===== config.mk =====
export PLATFORM = sky130hd
export DESIGN_NAME = vga_frame_monitor
export DESIGN_NICKNAME = d
export VERILOG_FILES = /design/src/rtl/vga_frame_monitor.sv
export SDC_FILE = /design/constraint.sdc
export NUM_CORES = 1
export LEC_CHECK = 0
export ABC_CLOCK_PERIOD_IN_PS = 3700
export CORE_MARGIN = 4
export CORE_UTILIZATION = 49
export CTS_CLUSTER_DIAMETER = 150
export DETAILED_ROUTE_END_ITERATION = 7
export DONT_BUFFER_PORTS = 1
export MAX_ROUTING_LAYER = met4
export PLACE_DENSITY = 0.71
export SYNTH_ARGS = -nofsm -noshare
export SYNTH_HDL_FRONTEND = slang
export SYNTH_SLANG_ARGS = --single-unit
export TNS_END_PERCENT = 5

===== constraint.sdc =====
create_clock -name clk -period 3.7 [get_ports clk]
set_input_delay 0.37 -clock clk [delete_from_list [all_inputs] [get_ports clk]]
set_output_delay 0.37 -clock clk [all_outputs]
set_load 0.01 [all_outputs]

===== src/rtl/vga_frame_monitor.sv =====
// VGA receive-side monitor: recovers line/frame timing from hsync/vsync sampled
// on pix_en, checks geometry, reports lock/errors, exports pixels and a frame checksum.
// Ports: clk/clr (async active-low), pix_en strobe, hsync/vsync/r/g/b stream, err_clr;
// outputs locked, px_valid/px_x/px_y/px_rgb (1 clk after sample), frame_done/frame_sum, h_err/v_err.
module vga_frame_monitor #(
  parameter int H_TOTAL  = 800,
  parameter int H_SYNC   = 96,
  parameter int H_BP     = 48,
  parameter int H_ACTIVE = 640,
  parameter int V_TOTAL  = 525,
  parameter int V_SYNC   = 2,
  parameter int V_BP     = 33,
  parameter int V_ACTIVE = 480,
  parameter int SYNC_POL = 0
) (
  input  logic        clk,
  input  logic        clr,
  input  logic        pix_en,
  input  logic        hsync,
  input  logic        vsync,
  input  logic [3:0]  r,
  input  logic [3:0]  g,
  input  logic [3:0]  b,
  input  logic        err_clr,
  output logic        locked,
  output logic        px_valid,
  output logic [9:0]  px_x,
  output logic [8:0]  px_y,
  output logic [11:0] px_rgb,
  output logic        frame_done,
  output logic [15:0] frame_sum,
  output logic        h_err,
  output logic        v_err
);

  localparam logic       POL     = (SYNC_POL != 0);
  localparam logic [9:0] H_LAST  = 10'(H_TOTAL - 1);
  localparam logic [9:0] V_LAST  = 10'(V_TOTAL - 1);
  localparam logic [9:0] H_FIRST = 10'(H_SYNC + H_BP);
  localparam logic [9:0] H_END   = 10'(H_SYNC + H_BP + H_ACTIVE - 1);
  localparam logic [9:0] V_FIRST = 10'(V_SYNC + V_BP);
  localparam logic [9:0] V_END   = 10'(V_SYNC + V_BP + V_ACTIVE - 1);
  localparam logic [9:0] CNT_MAX = 10'h3ff;

  typedef enum logic [1:0] {SEARCH, TRACK, LOCKED} state_t;

  state_t      state, state_nxt;
  logic [1:0]  good, good_nxt;
  logic        locked_nxt, h_err_nxt, v_err_nxt, done_nxt;
  logic        skip_line, skip_nxt;          // first line after leaving SEARCH is not length-checked
  logic        line_bad_seen, seen_nxt;      // a bad line occurred earlier in the current frame

  logic        hs_prev, vs_prev;
  logic [9:0]  hcnt, lcnt, hcnt_nxt, lcnt_nxt;
  logic [15:0] acc;

  logic        hs_act, vs_act, h_edge, f_edge;
  logic        line_bad, frame_bad, frame_any_bad, in_active;
  logic [5:0]  rgb_sum;

  assign hs_act = (hsync == POL);
  assign vs_act = (vsync == POL);
  assign h_edge = pix_en && hs_act && !hs_prev;
  // vsync is only looked at on hsync edges, so sub-line skew between the syncs is harmless
  assign f_edge = h_edge && vs_act && !vs_prev;

  // Counts saturate; a saturated count never equals the nominal total, so it reads as an error.
  assign hcnt_nxt = h_edge ? 10'd0 : ((hcnt == CNT_MAX) ? hcnt : hcnt + 10'd1);
  assign lcnt_nxt = f_edge ? 10'd0 :
                    !h_edge ? lcnt :
                    ((lcnt == CNT_MAX) ? lcnt : lcnt + 10'd1);

  assign line_bad      = h_edge && (state != SEARCH) && !skip_line && (hcnt != H_LAST);
  assign frame_bad     = (lcnt != V_LAST);
  // a bad final line detected on the frame-edge sample belongs to the frame being closed
  assign frame_any_bad = line_bad || line_bad_seen || frame_bad;

  assign in_active = (hcnt_nxt >= H_FIRST) && (hcnt_nxt <= H_END) &&
                     (lcnt_nxt >= V_FIRST) && (lcnt_nxt <= V_END);
  assign rgb_sum   = {2'b00, r} + {2'b00, g} + {2'b00, b};

  always_ff @(posedge clk or negedge clr) begin
    if (!clr) begin
      state         <= SEARCH;
      good          <= '0;
      locked        <= 1'b0;
      h_err         <= 1'b0;
      v_err         <= 1'b0;
      frame_done    <= 1'b0;
      skip_line     <= 1'b0;
      line_bad_seen <= 1'b0;
    end else begin
      state         <= state_nxt;
      good          <= good_nxt;
      locked        <= locked_nxt;
      h_err         <= h_err_nxt;
      v_err         <= v_err_nxt;
      frame_done    <= done_nxt;
      skip_line     <= skip_nxt;
      line_bad_seen <= seen_nxt;
    end
  end

  always_comb begin
    state_nxt  = state;
    good_nxt   = good;
    locked_nxt = locked;
    h_err_nxt  = h_err;
    v_err_nxt  = v_err;
    done_nxt   = 1'b0;
    skip_nxt   = skip_line;
    seen_nxt   = line_bad_seen;
    if (pix_en) begin
      // clear first so a simultaneous new error below takes priority
      if (err_clr) begin
        h_err_nxt = 1'b0;
        v_err_nxt = 1'b0;
      end
      if (h_edge) begin
        skip_nxt = 1'b0;
        if (line_bad) seen_nxt = 1'b1;
      end
      if (f_edge) begin
        seen_nxt = 1'b0;
        case (state)
          SEARCH: begin
            state_nxt = TRACK;
            good_nxt  = '0;
            skip_nxt  = 1'b1;
          end
          TRACK: begin
            done_nxt = 1'b1;
            if (frame_any_bad) begin
              good_nxt = '0;
            end else if (good == 2'd1) begin
              good_nxt   = 2'd2;
              state_nxt  = LOCKED;
              locked_nxt = 1'b1;
            end else begin
              good_nxt = good + 2'd1;
            end
          end
          LOCKED: begin
            done_nxt = 1'b1;
            if (frame_any_bad) begin
              if (line_bad || line_bad_seen) h_err_nxt = 1'b1;
              if (frame_bad) v_err_nxt = 1'b1;
              locked_nxt = 1'b0;
              good_nxt   = '0;
              state_nxt  = TRACK;
            end
          end
          default: state_nxt = SEARCH;
        endcase
      end
    end
  end

  // Sync history resets to "asserted" so a sync input idling at its asserted level
  // straight out of reset is not mistaken for an edge.
  always_ff @(posedge clk or negedge clr) begin
    if (!clr) begin
      hs_prev   <= 1'b1;
      vs_prev   <= 1'b1;
      hcnt      <= '0;
      lcnt      <= '0;
      acc       <= '0;
      frame_sum <= '0;
      px_valid  <= 1'b0;
      px_x      <= '0;
      px_y      <= '0;
      px_rgb    <= '0;
    end else begin
      px_valid <= 1'b0;
      if (pix_en) begin
        hs_prev <= hs_act;
        if (h_edge) vs_prev <= vs_act;
        hcnt <= hcnt_nxt;
        lcnt <= lcnt_nxt;
        if (f_edge) begin
          frame_sum <= acc;
          acc       <= '0;
        end else if (in_active) begin
          acc <= acc + {10'd0, rgb_sum};
        end
        if (in_active) begin
          px_valid <= (state != SEARCH);
          px_x     <= hcnt_nxt - H_FIRST;
          px_y     <= 9'(lcnt_nxt - V_FIRST);
          px_rgb   <= {r, g, b};
        end
      end
    end
  end

endmodule


After elaboration in Yosys (flattened, before gate mapping):

Index checks and enable logic that the tools add are counted.

* add/sub/neg operators: 8
* multiplexer cells: 40
* reductions and logical operators: 31
* bitwise gates (word level): 2
* $lt $le $gt $ge: 4
* equal/unequal tests: 10

Operators with widths (number)
* 10-bit two-way mux: 5
* 16-bit two-way mux: 2
* 1-bit two-way mux: 24
* 10-bit by 1-bit adder with 10-bit output, second input constant: 2
* 10-bit equality test, second input constant: 2
* 10-bit less-or-equal comparator, second input constant: 2
* 10-bit inequality test, second input constant: 2
* 16-bit by 6-bit adder with 16-bit output: 1
* 2-bit two-way mux: 6
* 2-bit case mux with 3 select lines: 2
* 10-bit by 6-bit greater-or-equal comparator with 1-bit output, second input constant: 1
* 10-bit by 8-bit greater-or-equal comparator with 1-bit output, second input constant: 1
* 1-bit logical AND: 10
* 2-bit nonzero test: 5
* 10-bit by 8-bit subtractor with 10-bit output, second input constant: 1
* 9-bit by 6-bit subtractor with 9-bit output, second input constant: 1
* 2-bit AND reduction: 4
* 5-bit by 4-bit adder with 6-bit output: 1
* 2-bit inequality test, second input constant: 3
* 6-bit AND reduction: 1
* 4-bit by 4-bit adder with 5-bit output: 1
* 5-bit AND reduction: 1
* 2-bit by 1-bit equality test with 1-bit output, second input constant: 2
* 4-bit AND reduction: 1
* other kinds (10): 14

* output and inout port bits: 52
* bits in registers: 96
* logic and storage cells: 113
* input port bits: 18

Depth between registers and ports, before layout:

Gate-level depths: netlist (run 1).

* word-level depth: 11
* depth in mapped cells: 16
* gate-level depth less buffers: 13

Worst setup path before layout (run 1):

Ideal clock, no wire load.

* path type: register to register
* from: register hcnt[0]
* to: register px_rgb[0]
* data required time: 3.572 ns
* path slack: 0.256 ns
* stages on the path, launching flop included: 15
* data arrival time: 3.316 ns
* period minus slack after synthesis: 3.444 ns
* setup time: 0.128 ns
* buffers on the path: 2
* cells stage by stage: dfrtp_1 -> ha_1 -> nand3_1 -> or3_1 -> clkbuf_1 -> nand4_1 -> mux2i_1 -> inv_1 -> ha_1 -> o31ai_1 -> a2bb2oi_1 -> a211oi_1 -> nand3_1 -> buf_2 -> mux2_1

* word-level cells in the longest chain between the ends: 8
* elaborated cells between the ends (all ways): 10
* those cells by class: 1 x add/sub; 2 x order compare; 1 x eq/ne; 2 x mux; 4 x reduce/logical

RTL lines
* start, declared: line 54 `logic [9:0] hcnt, lcnt, hcnt_nxt, lcnt_nxt;`
* start signal, assigned: line 178 `hcnt <= hcnt_nxt;`
* 10-bit by 1-bit adder with 10-bit output or 10-bit equality test (tied branches): line 68 `assign hcnt_nxt = h_edge ? 10'd0 : ((hcnt == CNT_MAX) ? hcnt : hcnt + 10'd1);`
* 10-bit two-way mux * (2 in series): line 68
* 10-bit by 8-bit greater-or-equal comparator with 1-bit output or 10-bit less-or-equal comparator (tied branches): line 78 `assign in_active = (hcnt_nxt >= H_FIRST) && (hcnt_nxt <= H_END) &&`
* 1-bit logical AND * (2 in series): line 78
* 1-bit logical AND *: line 79 `(lcnt_nxt >= V_FIRST) && (lcnt_nxt <= V_END);`
* 2-bit AND reduction (no line) *
* end signal, assigned: line 190 `px_rgb <= {r, g, b};`
* end, declared: line 29 `output logic [11:0] px_rgb,`

Every way passes the cells marked *; elsewhere a longest branch is shown, timed or not.
A chain may end at the register's enable or synchronous reset.

Worst setup path after layout (run 1):

* from: register lcnt[0]
* to: register acc[15]

* word-level cells in the longest chain between the ends: 9
* elaborated cells between the ends (all ways): 11
* those cells by class: 1 x add/sub; 2 x order compare; 1 x eq/ne; 3 x mux; 4 x reduce/logical

RTL lines
* start, declared: line 54
* start signal, assigned: line 179 `lcnt <= lcnt_nxt;`
* 10-bit by 1-bit adder with 10-bit output or 10-bit equality test (tied branches): line 71 `((lcnt == CNT_MAX) ? lcnt : lcnt + 10'd1);`
* 10-bit two-way mux: line 71
* 10-bit two-way mux *: line 70 `!h_edge ? lcnt :`
* 10-bit two-way mux *: line 69 `assign lcnt_nxt = f_edge ? 10'd0 :`
* 10-bit by 6-bit greater-or-equal comparator with 1-bit output: line 79
* 1-bit logical AND: line 78
* 1-bit logical AND *: line 79
* 2-bit nonzero test (no line) *
* 2-bit AND reduction (no line) *
* end signal, assigned: line 184 `acc <= acc + {10'd0, rgb_sum};`
* end, declared: line 55 `logic [15:0] acc;`

Marked as above.

==> results of run 1 <==
## layout by cell type (no fill, tap or decap), types with 5 or more instances in the layout
| cell | n |
|---|---|
| nand2_1 | 98 |
| dfrtp_1 | 92 |
| o21ai_0 | 40 |
| inv_1 | 36 |
| a21oi_1 | 23 |
| nor2_1 | 18 |
| nand3_1 | 18 |
| ha_1 | 18 |
| buf_4 | 15 |
| xnor2_1 | 14 |
| nor3_1 | 12 |
| o31ai_1 | 10 |
| and3_1 | 10 |
| clkbuf_8 | 10 |
| nand4_1 | 9 |
| fa_1 | 8 |
| mux2_2 | 7 |
| or3_1 | 7 |
| mux2i_1 | 6 |
| o21ai_1 | 6 |
| a31oi_1 | 6 |
| a31o_2 | 5 |
## metrics by stage
stage	cell area, sq um	power (W)	hold slack (ns)
3_3_place_gp	5450	0.00165	0.0797
3_5_place_dp	5450	0.00166	0.0814
5_1_grt	5710	0.00250	0.0382
4_1_cts	5670	0.00235	0.0555
2_1_floorplan	5240	0.00156	0.0744
6_report	5710	0.00235	0.0652
## kinds of logic after synthesis
logic type      Yosys count
simple gates            199
xor+xnor                 17
fa+ha+maj                27
flops                    96
compound gates          130
buf+inv                  64
mux                      18
## registers in the layout, summed over array words and instances, names as in the netlist
register / flops
state: 2
px_x: 10
frame_done: 1
hs_prev: 1
v_err: 1
px_y: 9
px_valid: 1
skip_line: 1
locked: 1
hcnt: 10
lcnt: 10
line_bad_seen: 1
px_rgb: 12
acc: 16
frame_sum: 16
good: 2
vs_prev: 1
h_err: 1
## layout make-up
type	count	share of cell area, %
clock buffers	10	2.41
clock inverters	6	0.877
inverters	37	2.43
multi-input cells	391	45.8
flip-flops and latches	96	42.2
well taps	136	2.98
repair buffers	19	3.33
## where the power goes
group,total [W],internal [W],switching (W)
Sequential,0.00121,0.00111,0.000104
Combinational,0.000466,0.000206,0.000260
Clock,0.000672,0.000273,0.000399
## worst min-delay path by stage
| stage | from | to | slack [ns] | cells past startpoint |
|---|---|---|---|---|
| 2_1_floorplan | clr | acc[0]$_DFFE_PN0P_ | 0.07 | 0 |
| 3_3_place_gp | clr | hcnt[9]$_DFFE_PN0P_ | 0.08 | 0 |
| 3_5_place_dp | clr | lcnt[1]$_DFFE_PN0P_ | 0.08 | 0 |
| 4_1_cts | vsync | vs_prev$_DFFE_PN1P_ | 0.06 | 1 |
| 5_1_grt | vsync | vs_prev$_DFFE_PN1P_ | 0.04 | 1 |
| 6_report | vsync | vs_prev$_DFFE_PN1P_ | 0.07 | 1 |
## Yosys cell counts (3+ instances only)
library cell and number:
a211oi_1 3, and3_1 10, o221a_2 3, o31ai_1 11
nand4_1 9, and4_1 3, nand3_1 19, a32o_1 4
mux2_2 7, ha_1 19, nor2b_1 4, nor3_1 12
a31o_2 5, nand2b_1 4, mux2_1 4, o21bai_1 4
and2_1 3, a21oi_1 23, o21ai_0 40, nor2_1 18
xor2_1 3, o211ai_1 4, xnor2_1 14, a311oi_1 4
a21o_1 4, dfrtp_1 94, mux2i_1 7, nand2_1 98
o21ai_1 6, or3_1 7, clkbuf_1 15, inv_1 37
buf_2 10, fa_1 8, a31oi_1 6
## worst reg2reg max path: stages, from the launching register on
cell and delay (ns):
dfrtp_1 0.48, ha_1 0.27, and3_1 0.19, nand3_1 0.23, a211oi_1 0.82, o31a_1 0.33
or3_4 0.17, nand4b_4 0.15, or4_1 0.55, a21oi_1 0.17
## what timing repair did
action	in CTS	in global routing
hold buffers	2	0
setup endpoints to repair	0	46
endpoints found under the hold margin	96	0
gates resized for setup	0	8
setup buffers	0	1
## metal layers
metal	share of wire [%]	track usage [%]	routed length, um	up-vias
li1	-	-	-	1934
met1	47	26.2	5300	1914
met2	47	29.6	5310	96
met3	5.3	4.35	606	16
met4	1.3	6.00	153	0
met5	0	-	0	-
==> flow_metrics.tcl, run 1 <==
set metrics [dict create \
    crit_cells 9 \
    grt_pass1_wl_um 19400 \
    port_buffers 0 \
    vias 3960 \
    synthTopCellsByArea "dfrtp_1, nand2_1, ha_1" \
    fin_nets 599 \
    p_leak_nw 2.69 \
    yosysTopAreaCellShare_pct 44.9 \
    ys_ff_latch 96 \
    finish.utilization_pct 55.0 \
    ys_seq_area_share_pct 45.9 \
    clk_pin_slew_ns 0.10 \
    dr.pass1.iters 5 \
    cts_buffers 9 \
    rrSetupSlack_ns 0.25 \
    end_kind "flip-flop" \
    worst_slew_pin_slew_ns 0.927 \
    dieArea_sq_mm 0.0124 \
    cap_violations 0 \
    setup_tns_ns 0 \
    io_pins 70 \
    synth_top_family_by_area "simple AND/OR/NAND/NOR gates" \
    cts_root_buf "clkbuf_8" \
    area_growth_pct 8.80 \
    synthCells 551 \
    drive_gt1_share_pct 12.2 \
    synth_flop_cell "dfrtp_1" \
    cpLargestDelayFamily "compound AO/OA/AOI/OAI gates" \
    chipWidth_um 111 \
    hold_viol 0 \
    antenna_left 0 \
    synth_nets 596 \
    synth_compound_area_share_pct 16.5 \
    slew_headroom_pct 37.8 \
    cts_tree "yes" \
    multiInputGateArea_sq_mm 0.00261 \
    yosys.area_share.simple_pct 18.6 \
    synth_fa_ha_area_share_pct 7.59 \
    regArea_sq_mm 0.00241 \
    synth-xor-area-share_pct 2.84 \
    startpoint "lcnt[0]$_DFFE_PN0P_" \
    clkLatencyLatePin_ns 0.37 \
    fin_cells 695 \
    worstHoldPathType "input port to flip-flop" \
    synth.avg_cell_area_sq_um 9.52 \
    setup_ws_ns 0.254 \
    irDropWorstVdd_mv 0.207 \
    track_usage_pct 19.5 \
    fillers 906 \
    yosysWarnings 0 \
    powerDensity_mw_per_mm2 412 \
    initial_core_util_pct 50.6 \
    fin_crit_ns 3.45 \
    timing.critical_path.buf_inv 0 \
    rsz0062_at_grt "false" \
    wl_per_cell_um 16.4 \
    synth-async-reset-ratio_pct 100 \
    worst_ep_arrival_time_ns 3.75 \
    gp_congestion 0.912 \
    cp_slowest_stage_delay_ns 0.82 \
    endpoint "acc[15]$_DFFE_PN0P_" \
    antenna_found_initial 0 \
    rows 37 \
    reg2reg_from "lcnt[0]$_DFFE_PN0P_" \
    drc_errors 0 \
    crit_chain "ha_1, and3_1, nand3_1, a211oi_1, o31a_1, or3_4, nand4b_4, or4_1, a21oi_1" \
    r2r-end "acc[15]$_DFFE_PN0P_" \
    clock-sinks 96 \
    die_y_um 111 \
    cp-start-kind "flip-flop" \
    setup_viol 0 \
    gr-total-overflow 0 \
    critPathMaxFanout 9 \
    status "finished, final reports clean" \
    slew_viol_final 0 \
    first_iter_violations 201 \
    core-area_sq_mm 0.0104 \
    dpl.cell_count 676 \
    htreeDepth 3 \
    ctsLongestPathBuffers 2 \
    grt_start_max_net_pins 97 \
    vias_per_cell 5.70 \
    wirelength_um 11400 \
    grt_pass1_vias 3934 \
    ys_types 58 \
    crit_slowest_cell "a211oi_1" \
    hpwlAfterDp_um 8240 \
    num_antenna_cells 0 \
    synthMuxAreaShare_pct 3.70 \
    synth_area_sq_mm 0.00524 \
    fmax_ghz 0.290 \
    skew_ns 0.0110 \
    worst-setup-path-type "flip-flop to flip-flop" \
    critical_path_required_ns 4.00 \
    synth_top_cell_by_area "dfrtp_1" \
    synth_edf_count 0 \
    reg2reg_depth 9 \
    min_period_over_period_pct 93.1 \
    place_ws_ns 0.0955 \
]
(Power assumes the default switching activity.)
==> run 2, diff against run 1 <==
--- a/config.mk
+++ b/config.mk
@@ -7,12 +7,12 @@
 export LEC_CHECK = 0
 export ABC_CLOCK_PERIOD_IN_PS = 3700
 export CORE_MARGIN = 4
-export CORE_UTILIZATION = 49
+export CORE_UTILIZATION = 40
 export CTS_CLUSTER_DIAMETER = 150
 export DETAILED_ROUTE_END_ITERATION = 7
 export DONT_BUFFER_PORTS = 1
 export MAX_ROUTING_LAYER = met4
-export PLACE_DENSITY = 0.71
+export PLACE_DENSITY = 0.61
 export SYNTH_ARGS = -nofsm -noshare
 export SYNTH_HDL_FRONTEND = slang
 export SYNTH_SLANG_ARGS = --single-unit
==> flow_metrics.tcl, run 2 (same netlist as run 1, synthesis figures left out) <==
set metrics [dict create \
    status "finished, final reports clean" \
    hold_viol 0 \
    grt_pass1_wl_um 19700 \
    setup_tns_ns 0 \
    final_cell_mix "nand2_1, dfrtp_1, o21ai_0" \
    startpoint "hcnt[1]$_DFFE_PN0P_" \
    reg_top3 "acc: 16 flops, frame_sum: 16 flops, px_rgb: 12 flops" \
    fmax_ghz 0.287 \
    wirelength_um 11800 \
    setup_viol 0 \
    vias_per_cell 5.43 \
    worst-setup-path-type "flip-flop to flip-flop" \
    dr.pass1.iters 4 \
    track_usage_pct 17.2 \
    gr-total-overflow 0 \
    fin_crit_ns 3.49 \
    drive_gt1_share_pct 11.6 \
    worst_slew_pin_slew_ns 0.724 \
    rows 41 \
    critPathMaxFanout 9 \
    reg2reg_from "hcnt[1]$_DFFE_PN0P_" \
    multiInputGateArea_sq_mm 0.00260 \
    p_leak_nw 2.77 \
    drc_errors 0 \
    port_buffers 0 \
    hpwlAfterDp_um 8590 \
    cap_violations 0 \
    powerDensity_mw_per_mm2 451 \
    slew_viol_final 0 \
    critical_path_required_ns 3.98 \
    rsz0062_at_grt "false" \
    slew_headroom_pct 51.1 \
    fillers 1231 \
    irDropWorstVdd_mv 0.195 \
    first_iter_violations 257 \
    fin_nets 602 \
    core-area_sq_mm 0.0127 \
    antenna_left 0 \
    gp_congestion 0.961 \
    endpoint "acc[14]$_DFFE_PN0P_" \
    cts_tree "yes" \
    clkLatencyLatePin_ns 0.35 \
    rrSetupSlack_ns 0.21 \
    worstHoldPathType "input port to flip-flop" \
    wl_per_cell_um 16.1 \
    end_kind "flip-flop" \
    min_period_over_period_pct 94.2 \
    vias 3986 \
    setup_ws_ns 0.213 \
    num_antenna_cells 0 \
    r2r-end "acc[14]$_DFFE_PN0P_" \
    ctsLongestPathBuffers 2 \
    cts_buffers 9 \
    die_y_um 122 \
    chipWidth_um 122 \
    clock-sinks 96 \
    antenna_found_initial 0 \
    layout_commonest_cell "nand2_1" \
    finish.utilization_pct 46.2 \
    reg2reg_depth 14 \
    htreeDepth 3 \
    dieArea_sq_mm 0.0150 \
    worst_ep_arrival_time_ns 3.77 \
    cts_root_buf "clkbuf_16" \
    cp-start-kind "flip-flop" \
    regArea_sq_mm 0.00241 \
    place_ws_ns 0.123 \
    io_pins 70 \
    initial_core_util_pct 41.2 \
    skew_ns 0.0114 \
    area_growth_pct 12.2 \
    grt_pass1_vias 3876 \
    grt_start_max_net_pins 97 \
    clk_pin_slew_ns 0.07 \
]
[run 2: changes by cell type in the layout (fill, tap and decap cells not counted), moves of 2 or more]
cell       previous run  this run
clkbuf_1              0         2
clkbuf_16             0         9
clkbuf_8             10         2
buf_4                15        18
[run 2: timing repair]
item | 4_1_cts | 5_1_grt
buffers inserted | 0 | 2
endpoints found under the hold margin | 96 | 0
hold buffers | 2 | 0
endpoints found under the setup margin | 0 | 40
resized for setup | 0 | 4
[run 2: metrics by stage]
stage,total power (W),cells,area [sq um],hold WS [ns]
2_1_floorplan,0.00156,551,5240,0.0744
3_3_place_gp,0.00166,714,5510,0.0805
3_5_place_dp,0.00167,714,5510,0.0805
4_1_cts,0.00267,732,5850,0.0879
5_1_grt,0.00281,734,5880,0.0855
6_report,0.00265,734,5880,0.0996
[run 2: area by class of cell]
type / instances / share of cell area, %
inverters: 37 / 2.36
repair buffers: 22 / 3.62
flip-flops and latches: 96 / 40.9
multi-input cells: 391 / 44.2
well taps: 172 / 3.66
clock inverters: 3 / 0.808
clock buffers: 13 / 4.42
[run 2: layer usage]
layer	up-vias	wire [um]	GRT usage (%)
met2	68	5580	25.3
met1	1956	5420	22.5
met3	12	626	5.16
li1	1950	-	-
met5	-	0	-
met4	0	156	6.37
[run 2: how the worst min path moves through the flow]
stage	start	end	cells past startpoint
2_1_floorplan	clr	acc[0]$_DFFE_PN0P_	0
3_3_place_gp	clr	hcnt[9]$_DFFE_PN0P_	0
3_5_place_dp	clr	lcnt[1]$_DFFE_PN0P_	0
4_1_cts	hsync	hs_prev$_DFFE_PN1P_	1
5_1_grt	pix_en	hcnt[3]$_DFFE_PN0P_	1
6_report	hsync	hs_prev$_DFFE_PN1P_	1
[run 2: report_power, final]
| part | switching (W) | internal [W] |
|---|---|---|
| registers | 0.0000973 | 0.00111 |
| clock network | 0.000396 | 0.000565 |
| logic | 0.000270 | 0.000215 |
[run 2: worst max-delay path, stage by stage, from the launching register on]
cell	delay [ns]
dfrtp_1	0.42
ha_2	0.23
nand3_1	0.14
or3_4	0.42
nand4_1	0.12
mux2i_1	0.26
inv_1	0.09
ha_1	0.22
o31ai_1	0.14
a2bb2oi_1	0.15
a211oi_2	0.25
buf_4	0.16
nand4b_4	0.15
or4_1	0.53
a21oi_1	0.15
==> run 3, diff against run 2 <==
--- a/config.mk
+++ b/config.mk
@@ -6,13 +6,15 @@
 export NUM_CORES = 1
 export LEC_CHECK = 0
 export ABC_CLOCK_PERIOD_IN_PS = 3700
+export CORE_ASPECT_RATIO = 0.75
 export CORE_MARGIN = 4
 export CORE_UTILIZATION = 40
 export CTS_CLUSTER_DIAMETER = 150
 export DETAILED_ROUTE_END_ITERATION = 7
 export DONT_BUFFER_PORTS = 1
 export MAX_ROUTING_LAYER = met4
-export PLACE_DENSITY = 0.61
+export PLACE_DENSITY = 0.53
+export SKIP_LAST_GASP = 1
 export SYNTH_ARGS = -nofsm -noshare
 export SYNTH_HDL_FRONTEND = slang
 export SYNTH_SLANG_ARGS = --single-unit
==> flow_metrics.tcl, run 3 (same netlist as run 1, synthesis figures left out) <==
set metrics [dict create \
    status "finished, final reports clean" \
    critical_path_required_ns 3.97 \
    wl_per_cell_um 17.2 \
    cts_buffers 9 \
    area_growth_pct 13.0 \
    fin_crit_ns 3.46 \
    postPlaceCellArea_sq_mm 0.00554 \
    cp-start-kind "flip-flop" \
    core-area_sq_mm 0.0126 \
    first_iter_violations 382 \
    drive_gt1_share_pct 13.6 \
    clk_pin_slew_ns 0.07 \
    fin_nets 608 \
    worst_slew_pin_slew_ns 0.680 \
    final_cell_mix "nand2_1, dfrtp_1, o21ai_0" \
    fillers 1188 \
    slew_headroom_pct 54.4 \
    clock-sinks 96 \
    irDropWorstVdd_mv 0.235 \
    antenna_found_initial 0 \
    grt_pass1_wl_um 21100 \
    setup_viol 0 \
    cpMostUsedCell "buf_4" \
    ctsLongestPathBuffers 2 \
    hpwlAfterDp_um 9080 \
    clkLatencyLatePin_ns 0.34 \
    p_leak_nw 2.79 \
    crit_chain "ha_2, nand3_2, or3_4, buf_4, nand3_1, o211ai_1, inv_1, ha_1, o221a_2, nand4_1, a211oi_2, buf_4, nand4b_4, or4_1, a21oi_1" \
    fin_area_sq_mm 0.00593 \
    io_pins 70 \
    crit_slowest_cell "or4_1" \
    chipWidth_um 140 \
    antenna_left 0 \
    die_y_um 107 \
    reg_top3 "acc: 16 flops, frame_sum: 16 flops, px_rgb: 12 flops" \
    grt_pass1_vias 3946 \
    holdWs_ns 0.108 \
    track_usage_pct 17.9 \
    vias 4029 \
    worst-setup-path-type "flip-flop to flip-flop" \
    dr.pass1.iters 5 \
    fmax_ghz 0.289 \
    cp_slowest_stage_delay_ns 0.54 \
    layout_commonest_cell "nand2_1" \
    htreeDepth 3 \
    powerDensity_mw_per_mm2 454 \
    num_antenna_cells 0 \
    min_period_over_period_pct 93.6 \
    gp_congestion 0.930 \
    critPathMaxFanout 9 \
    rsz0062_at_grt "false" \
    initial_core_util_pct 41.7 \
    skew_ns 0.00370 \
    grt_start_max_net_pins 97 \
    port_buffers 0 \
    wirelength_um 12600 \
    rows 35 \
    rrSetupSlack_ns 0.24 \
    cts_tree "yes" \
    worst_ep_arrival_time_ns 3.73 \
    vias_per_cell 5.50 \
    slew_viol_final 0 \
    cts_root_buf "clkbuf_16" \
    hold_viol 0 \
    worstHoldPathType "input port to flip-flop" \
    drc_errors 0 \
    gr-total-overflow 0 \
    dieArea_sq_mm 0.0150 \
    end_kind "flip-flop" \
    cap_violations 0 \
]
==> run 3: changes by cell type in the layout (fill, tap and decap cells not counted), sizes merged <==
cell,previous run,this run
buf,21,27
clkbuf,13,9
clkinv,1,2
clkinvlp,0,1
inv,38,39
==> run 3: where the power goes <==
group	internal (W)	switching, W	total [W]
Combinational	0.000242	0.000321	0.000563
Sequential	0.00111	0.0000699	0.00118
Clock	0.000526	0.000419	0.000945
==> run 3: final timing paths <==
| path | startpoint | endpoint | cells after the start |
|---|---|---|---|
| min | hsync | hs_prev$_DFFE_PN1P_ | 1 |
| min reg2reg | skip_line$_DFFE_PN0P_ | skip_line$_DFFE_PN0P_ | 2 |
| min in group asynchronous | clr | px_y[3]$_DFFE_PN0P_ | 2 |
| max in group asynchronous | clr | hcnt[1]$_DFFE_PN0P_ | 2 |
| max reg2reg | hcnt[0]$_DFFE_PN0P_ | acc[14]$_DFFE_PN0P_ | 15 |
| max | hcnt[0]$_DFFE_PN0P_ | acc[14]$_DFFE_PN0P_ | 15 |
==> run 3: per-stage QoR <==
stage | setup slack, ns | instances | utilization (%) | setup TNS, ns | power [W]
5_1_grt | 0.00130 | 733 | 47.2 | 0 | 0.00286
3_3_place_gp | 0.129 | 713 | 44.1 | 0 | 0.00171
6_report | 0.237 | 733 | 47.2 | 0 | 0.00269
3_5_place_dp | -0.139 | 713 | 44.1 | -0.341 | 0.00171
4_1_cts | 0.0184 | 730 | 46.8 | 0 | 0.00271
2_1_floorplan | 0.256 | 551 | - | 0 | 0.00156
==> run 3: final cells by class <==
cell class              instances  area [sq um]  share of cell area [%]
clock buffers                   9           225                    3.80
well taps                     166           208                    3.50
repair buffers                 28           258                    4.35
multi-input cells             391          2620                    44.2
clock inverters                 6          68.8                    1.16
flip-flops and latches         96          2410                    40.6
inverters                      37           139                    2.34
==> run 3: critical path, delay by kind of cell, from the launching register on <==
kind / cells / cell delay (ns)
buffers and inverters: 3 / 0.47
adders and majority gates: 2 / 0.38
DFF: 1 / 0.42
AOI/OAI and AO/OA: 4 / 0.70
and+or+nand+nor: 6 / 1.41
==> run 3: layer usage <==
| metal | GRT usage [%] | wire length, um | vias up |
|---|---|---|---|
| li1 | - | - | 1956 |
| met1 | 27.5 | 6720 | 1946 |
| met2 | 23.7 | 5070 | 114 |
| met3 | 4.28 | 730 | 13 |
| met4 | 4.15 | 104 | 0 |
| met5 | - | 0 | - |
==> run 3: timing repair <==
item,4_1_cts,5_1_grt
setup buffers,0,3
pin swaps,0,1
hold buffers,2,0
hold endpoints to repair,96,0
gates resized for setup,4,5
setup endpoints to repair,5,30
